`src/rtl/fcmp_pkg.sv`:
```
// Shared definitions for the floating-point compare path.
// Contents:
//   fcmp_state_t : operand-stage FSM states
//   EXP_W, FRAC_W, SIG_W, EXP_NAN : binary32 field geometry
//   f_exp, f_frac, f_sig, f_is_nan : binary32 field extraction helpers
package fcmp_pkg;

    localparam int unsigned EXP_W  = 8;
    localparam int unsigned FRAC_W = 23;
    localparam int unsigned SIG_W  = 24;
    localparam logic [EXP_W-1:0] EXP_NAN = 8'hFF;

    typedef enum logic [1:0] {
        IDLE    = 2'd0,
        SUB_EXP = 2'd1,
        SUB_MAN = 2'd2,
        HOLD    = 2'd3
    } fcmp_state_t;

    function automatic logic [EXP_W-1:0] f_exp(input logic [31:0] v);
        return v[30:23];
    endfunction

    function automatic logic [FRAC_W-1:0] f_frac(input logic [31:0] v);
        return v[22:0];
    endfunction

    // Hidden bit is 1 for normals and 0 for denormals/zero.
    function automatic logic [SIG_W-1:0] f_sig(input logic [31:0] v);
        return {(f_exp(v) != '0), f_frac(v)};
    endfunction

    function automatic logic f_is_nan(input logic [31:0] v);
        return (f_exp(v) == EXP_NAN) && (f_frac(v) != '0);
    endfunction

endpackage

```
`src/rtl/fcmp_shared_sub.sv`:
```
// Shared 25-bit subtractor used for both the exponent and significand
// differences of the compare operand stage.
// Ports:
//   x, y : 25-bit operands
//   d    : x - y, modulo 2^25 (purely combinational)
module fcmp_shared_sub (
    input  logic [24:0] x,
    input  logic [24:0] y,
    output logic [24:0] d
);

    assign d = x - y;

endmodule

```
`src/rtl/fcmp_operand_stage.sv`:
```
// Sequential front end of the floating-point compare path. Accepts two
// binary32 operands, computes the exponent difference and then (only when
// exponents match) the significand difference on one shared subtractor,
// and holds the results until downstream accepts.
// Ports:
//   clk, rst_n            : clock, asynchronous active-low reset
//   in_valid, in_ready    : operand handshake (in_ready only in IDLE)
//   a, b                  : binary32 operands
//   out_valid, out_ready  : result handshake (out_valid only in HOLD)
//   a_q, b_q              : latched operands
//   exp_diff              : {0,a_exp}-{0,b_exp}, bit 8 is the borrow
//   mantissa_res          : {0,a_sig}-{0,b_sig}, bit 24 is the borrow
//   unordered             : either operand is NaN
//   zeros_equal           : both operands are +/-0
module fcmp_operand_stage
    import fcmp_pkg::*;
(
    input  logic        clk,
    input  logic        rst_n,
    input  logic        in_valid,
    output logic        in_ready,
    input  logic [31:0] a,
    input  logic [31:0] b,
    output logic        out_valid,
    input  logic        out_ready,
    output logic [31:0] a_q,
    output logic [31:0] b_q,
    output logic [8:0]  exp_diff,
    output logic [24:0] mantissa_res,
    output logic        unordered,
    output logic        zeros_equal
);

    fcmp_state_t state, state_next;
    logic [24:0] sub_x, sub_y, sub_d;

    fcmp_shared_sub u_sub (
        .x (sub_x),
        .y (sub_y),
        .d (sub_d)
    );

    // Significands only while in SUB_MAN; exponents otherwise.
    always_comb begin
        sub_x = {{(25-EXP_W){1'b0}}, f_exp(a_q)};
        sub_y = {{(25-EXP_W){1'b0}}, f_exp(b_q)};
        if (state == SUB_MAN) begin
            sub_x = {1'b0, f_sig(a_q)};
            sub_y = {1'b0, f_sig(b_q)};
        end
    end

    always_ff @(posedge clk or negedge rst_n) begin
        if (!rst_n) begin
            state <= IDLE;
        end else begin
            state <= state_next;
        end
    end

    always_comb begin
        state_next = state;
        case (state)
            IDLE:    if (in_valid) state_next = SUB_EXP;
            // Unequal exponents decide the compare; skip the mantissa pass.
            SUB_EXP: state_next = (sub_d[EXP_W-1:0] != '0) ? HOLD : SUB_MAN;
            SUB_MAN: state_next = HOLD;
            HOLD:    if (out_ready) state_next = IDLE;
            default: state_next = IDLE;
        endcase
    end

    assign in_ready  = (state == IDLE);
    assign out_valid = (state == HOLD);

    always_ff @(posedge clk or negedge rst_n) begin
        if (!rst_n) begin
            a_q          <= '0;
            b_q          <= '0;
            exp_diff     <= '0;
            mantissa_res <= '0;
            unordered    <= 1'b0;
            zeros_equal  <= 1'b0;
        end else begin
            case (state)
                IDLE: begin
                    if (in_valid) begin
                        a_q          <= a;
                        b_q          <= b;
                        exp_diff     <= '0;
                        mantissa_res <= '0;
                        unordered    <= 1'b0;
                        zeros_equal  <= 1'b0;
                    end
                end
                SUB_EXP: begin
                    exp_diff    <= sub_d[8:0];
                    unordered   <= f_is_nan(a_q) || f_is_nan(b_q);
                    zeros_equal <= (a_q[30:0] == '0) && (b_q[30:0] == '0);
                end
                SUB_MAN: begin
                    mantissa_res <= sub_d;
                end
                default: ;
            endcase
        end
    end

endmodule

```
`config.mk`:
```
export PLATFORM = sky130hd
export DESIGN_NAME = fcmp_operand_stage
export DESIGN_NICKNAME = d
export VERILOG_FILES = /design/src/rtl/fcmp_pkg.sv /design/src/rtl/fcmp_shared_sub.sv /design/src/rtl/fcmp_operand_stage.sv
export SDC_FILE = /design/constraint.sdc
export NUM_CORES = 1
export LEC_CHECK = 0
export BUFFER_PORTS_ARGS = -buffer_cell sky130_fd_sc_hd__buf_2
export CAP_MARGIN = 40
export CORE_MARGIN = 2
export CORE_UTILIZATION = 47
export DETAILED_ROUTE_END_ITERATION = 8
export PLACE_DENSITY = 0.77
export SLEW_MARGIN = 20
export SYNTH_ARGS = -nofsm -noshare
export SYNTH_HDL_FRONTEND = slang
export SYNTH_SLANG_ARGS = --single-unit
```
`constraint.sdc`:
```
create_clock -name clk -period 3.65 [get_ports clk]
set_input_delay 0.365 -clock clk [delete_from_list [all_inputs] [get_ports clk]]
set_output_delay 0.365 -clock clk [all_outputs]
set_load 0.05 [all_outputs]
```
======== Yosys cells after proc, flatten, opt, wreduce, memory -nomap -nowiden ========
Index checks and enable logic that the tools add are counted.
word-level totals
  bits in read-only memories .............. 0
  output and inout bits ................... 102
  bits in registers ....................... 102
  memories ................................ 0
  memory bits (writable) .................. 0
  latch bits .............................. 0
cells by class
  multiply operators ...................... 0
  add/subtract/negate cells ............... 1
  equal/unequal tests ..................... 7
  magnitude comparators ................... 0
  mux-type cells .......................... 13
  bitwise gates (word level) .............. 0
  shift operators ......................... 0
  reductions and logical operators ........ 18
  divide/modulo/power cells ............... 0
operators by type and width
  operator                                                                  count
  31-bit zero test                                                          2
  25-bit case mux with 2 select lines                                       1
  24-bit 2-to-1 mux                                                         2
  23-bit nonzero test                                                       2
  25-bit 2-to-1 mux                                                         1
  24-bit by 24-bit subtractor with 25-bit output                            1
  8-bit nonzero test                                                        3
  9-bit case mux with 2 select lines                                        1
  8-bit equality test (second input constant)                               2
  9-bit 2-to-1 mux                                                          1
  2-bit case mux with 4 select lines                                        1
  2-bit AND reduction                                                       4
  2-bit equality test (second input constant)                               2
  2-bit 2-to-1 mux                                                          2
  1-bit case mux with 2 select lines                                        2
  2-bit nonzero test                                                        2
  1-bit logical AND                                                         3
  2-bit by 1-bit equality test with 1-bit output (second input constant)    1
  2-bit zero test                                                           1
  1-bit 2-to-1 mux                                                          2
  2-bit by 1-bit inequality test with 1-bit output (second input constant)  1
  2-bit inequality test (second input constant)                             1
  1-bit logical OR                                                          1

======== Longest topological paths before layout ========
  depth in word-level cells ............... 6
  mapped depth ............................ 14
  mapped depth without buffers ............ 13

======== Modules after synthesis ========
A second synthesis with hierarchy kept.
second synthesis, totals
  cell total of the unflattened synthesis .. 548
  area total of the unflattened synthesis .. 5906.9 µm²
modules (own cells, without submodules)
  module              cells each  sequential area each (µm²)  times used  area an instance (µm²)
  fcmp_operand_stage  326         2552.4                      1           4408.0
  fcmp_shared_sub     222         0.0                         1           1498.9

======== Worst setup path before layout ========
Ideal clock, no wire load.
  kind .................................... reg-to-reg
  from .................................... reg state[0]
  to ...................................... reg mantissa_res[24]
  required time ........................... 3.585 ns
  buffers on the path ..................... 1
  arrival time ............................ 3.474 ns
  setup slack ............................. 0.111 ns
  cell stages (with the launch flop) ...... 14
  cell sequence ........................... dfrtp_1 > inv_1 > ha_1 > buf_1 > mux2_2 > ha_1 > nor2b_4 > o31a_1 > o31a_1 > a31o_4 > a31oi_4 > o21ai_2 > a2111oi_2 > a211o_1
between the ends
  word-level cells in the longest chain between the ends .. 4
  elaborated cells on any way between the ends .. 9
  classes of those cells .................. add/sub (1); eq/ne (2); mux (3); reduce/logical (3)
RTL lines
  element                                         RTL line                                            RTL
  start, declared                                 fcmp_operand_stage.sv:34                            fcmp_state_t state, state_next;
  start signal, assigned                          fcmp_operand_stage.sv:57                            state <= state_next;
  2-bit equality test                             fcmp_operand_stage.sv:47, fcmp_operand_stage.sv:85
  24-bit 2-to-1 mux                               fcmp_operand_stage.sv:47                            if (state == SUB_MAN) begin
  24-bit by 24-bit subtractor with 25-bit output  fcmp_shared_sub.sv:12                               assign d = x - y;
  25-bit case mux with 2 select lines             fcmp_operand_stage.sv:85                            case (state)
  end signal, assigned                            fcmp_operand_stage.sv:102                           mantissa_res <= sub_d;
  end, declared                                   fcmp_operand_stage.sv:29                            output logic [24:0] mantissa_res,
Several ways; a longest one is shown, not always the timed one.
A chain may end at the register's enable or synchronous reset.

======== Worst setup path in the final report ========
Same ends and word-level chain as after synthesis.

==> results.py <==
metrics = {
    "run_status": {
        "run_status": "finished, violations left",
        "violations": "design-rule violations",
    },
    "sta": {
        "whs_ns": 0.243,
        "worst_slew_pin_slew_ns": 0.659,
        "maxSlewHeadroom": 0.559,
        "max_freq_ghz": 0.286,
        "fin_tns_setup_ns": 0,
        "period_minus_slack_ns": 3.50,
        "final-setup-viol-count": 0,
        "post-route-period-util": 0.960,
        "slew_viol_final": 0,
        "fin_skew_ns": 0.00942,
        "hold_viol": 0,
    },
    "detailed_routing": {
        "drt-vias-per-instance": 5.63,
        "wirelength_um": 15000,
        "wl_per_cell_um": 18.2,
        "drtPass1Iterations": 9,
        "drtAntennaViolNets": 0,
        "drcViolationCount": 2,
        "drt_iter0_drc": 280,
        "vias": 4637,
    },
    "grt": {
        "grt_first_pass_wirelength_um": 24600,
        "grt-ovfl-total": 0,
        "grtUsageTotal": 0.241,
        "grt_max_degree": 42,
        "antenna_found_initial": 0,
        "grt_pass1_vias": 4696,
    },
    "placed_design": {
        "io_buffers": 169,
        "gp_congestion": 0.954,
        "dpl.cell_count": 803,
        "dp_hpwl_um": 11500,
    },
    "worst_setup_path": {
        "reg2reg_from": "state[0]",
        "cp.arrival_ns": 3.78,
        "rr_worst_depth": 14,
        "r2r_slack_ns": 0.15,
        "r2r-end": "mantissa_res[24]",
        "endpoint_kind": "flop",
        "path_max_fanout": 6,
        "path_class": "reg2reg",
        "start_kind": "flop",
        "crit_required_ns": 3.93,
    },
    "yosys": {
        "yosysSeqAreaShare": 0.465,
        "syn_area_um2": 5490,
        "syn_area_per_cell_um2": 11.0,
        "synth_edf_count": 0,
        "yosys_warnings": 0,
        "synthTopCellsByCount": "102 x dfrtp_1, 72 x mux2_2, 63 x nand2_1",
        "ys_seq_elements": 102,
        "synth_nets": 598,
        "yosysMostFrequentCell": "dfrtp_1",
        "synth_area_leaders": "dfrtp_1 46%, mux2_2 15%, ha_1 6.6%, nand2_1 4.3%, and2_1 2.0%",
        "async_reset_ff_frac": 1.00,
        "synth_area_leader_cell": "dfrtp_1",
        "ys_types": 46,
        "netlist_instances": 500,
        "yosysTopAreaCellShare": 0.465,
        "synth_ff_type": "dfrtp_1",
    },
    "finish": {
        "areaGrowthSynthToFinish_pct": 26.6,
        "nFillCells": 985,
        "final_layout_size_suffix_gt1_frac": 0.419,
        "nets": 774,
        "antenna_cells": 0,
        "final_cells": 824,
        "finalCoreUtilization": 0.609,
    },
    "clock_tree": {
        "cts_root_buf": "clkbuf_16",
        "cts_tree": "yes",
        "clk_pin_slew_worst_paths_ns": 0.07,
        "cts_made_buffers": 9,
        "cts.sinks": 102,
        "cts_buffer_depth": 2,
        "htree_num_levels": 3,
        "insertion_delay_ns": 0.35,
    },
    "job": {
        "cap_violations": 0,
    },
    "min_path": {
        "hold_end": "a_q[5]",
        "hold_depth": 2,
        "hp-class": "in2reg",
        "hold_start": "a[5]",
    },
    "floorplanning": {
        "core_area_um2": 11400,
        "die_h_um": 112,
        "initial_utilization": 0.481,
        "ios": 170,
        "dieArea_um2": 12600,
        "rows": 39,
        "die_x_um": 112,
    },
}
## sequential cells by signal (all words and copies together), names as in the netlist
signal / count
a_q: 32
b_q: 32
mantissa_res: 25
exp_diff: 9
state: 2
unordered: 1
zeros_equal: 1
## stage by stage
step                worst slack [ns]  cell area (um2)
floorplan                      0.111             5490
global placement               0.263             6540
detailed placement             0.126             6560
CTS                           0.0781             6880
global route               -0.000465             6960
finish                         0.148             6960
## cell usage in the layout, fill, tap and decap left out, types with 3 or more instances in the layout
master and n:
a21o_1 13, a21oi_1 15, a22o_1 10, a31oi_1 6, and2_1 18, and3_1 4
buf_2 168, buf_4 10, clkbuf_16 10, clkbuf_8 3, dfrtp_1 101, ha_1 28
inv_1 4, mux2_2 72, mux2i_1 7, mux2i_2 3, nand2_1 62, nand2b_1 3
nand4_1 6, nor2_1 17, nor2b_1 4, nor3_1 8, nor4_1 14, o21a_1 4
o21ai_0 21, o21ai_1 14, o31a_1 3, xnor2_1 9, xor2_1 11
## worst max path at each step
stage | from | endpoint | slack (ns) | cells after the start
floorplan | state[0] | mantissa_res[24] | 0.11 | 13
global placement | state[0] | mantissa_res[24] | 0.26 | 12
detailed placement | state[0] | mantissa_res[24] | 0.13 | 13
CTS | state[0] | mantissa_res[24] | 0.08 | 13
global route | state[0] | mantissa_res[20] | -0.0005 | 14
finish | state[0] | mantissa_res[24] | 0.15 | 14
## layout make-up
class / count / area, um2 / share of cell area
multi-input combinational: 375 / 2890 / 0.415
sequential: 102 / 2550 / 0.367
timing repair buffer: 183 / 998 / 0.143
clock buffer: 12 / 267 / 0.0383
tap: 143 / 179 / 0.0257
clock inverter: 4 / 51.3 / 0.00737
inverter: 5 / 18.8 / 0.00270
## kinds of logic (layout without fill, tap and decap cells)
logic type,after synthesis,after routing,synth area share
and+or+nand+nor,141,141,0.125
AOI/OAI and AO/OA,102,102,0.128
DFF,102,102,0.465
muxes,82,82,0.166
adders and majority gates,30,30,0.0697
buffers and inverters,23,204,0.0157
xor gates and xnor gates,20,20,0.0319
## worst max-delay path: stages, from the launching register on
cell and delay, ns:
dfrtp_2 0.45, inv_2 0.11, ha_4 0.20, buf_4 0.21, mux2i_2 0.27, ha_1 0.22, fa_2 0.25, nor2b_4 0.05
o31a_1 0.27, o31a_1 0.32, a31o_4 0.27, a31oi_4 0.21, o21ai_2 0.10, a2111oi_2 0.36, a211o_1 0.14
## layer usage
metal,global-route usage,wire [um],up-vias
met5,0,0,-
met4,0.0756,224,0
met3,0.0513,1010,19
met2,0.380,7240,173
met1,0.337,6550,2274
li1,-,-,2171
## what timing repair did
action	in CTS	in global routing
hold endpoints to repair	5	0
setup buffers	0	2
resized for setup	0	9
hold buffers	1	0
endpoints found under the setup margin	0	7
Power is not shown: default switching activity piles up to over one toggle a cycle in this logic, so the estimate is an artifact.
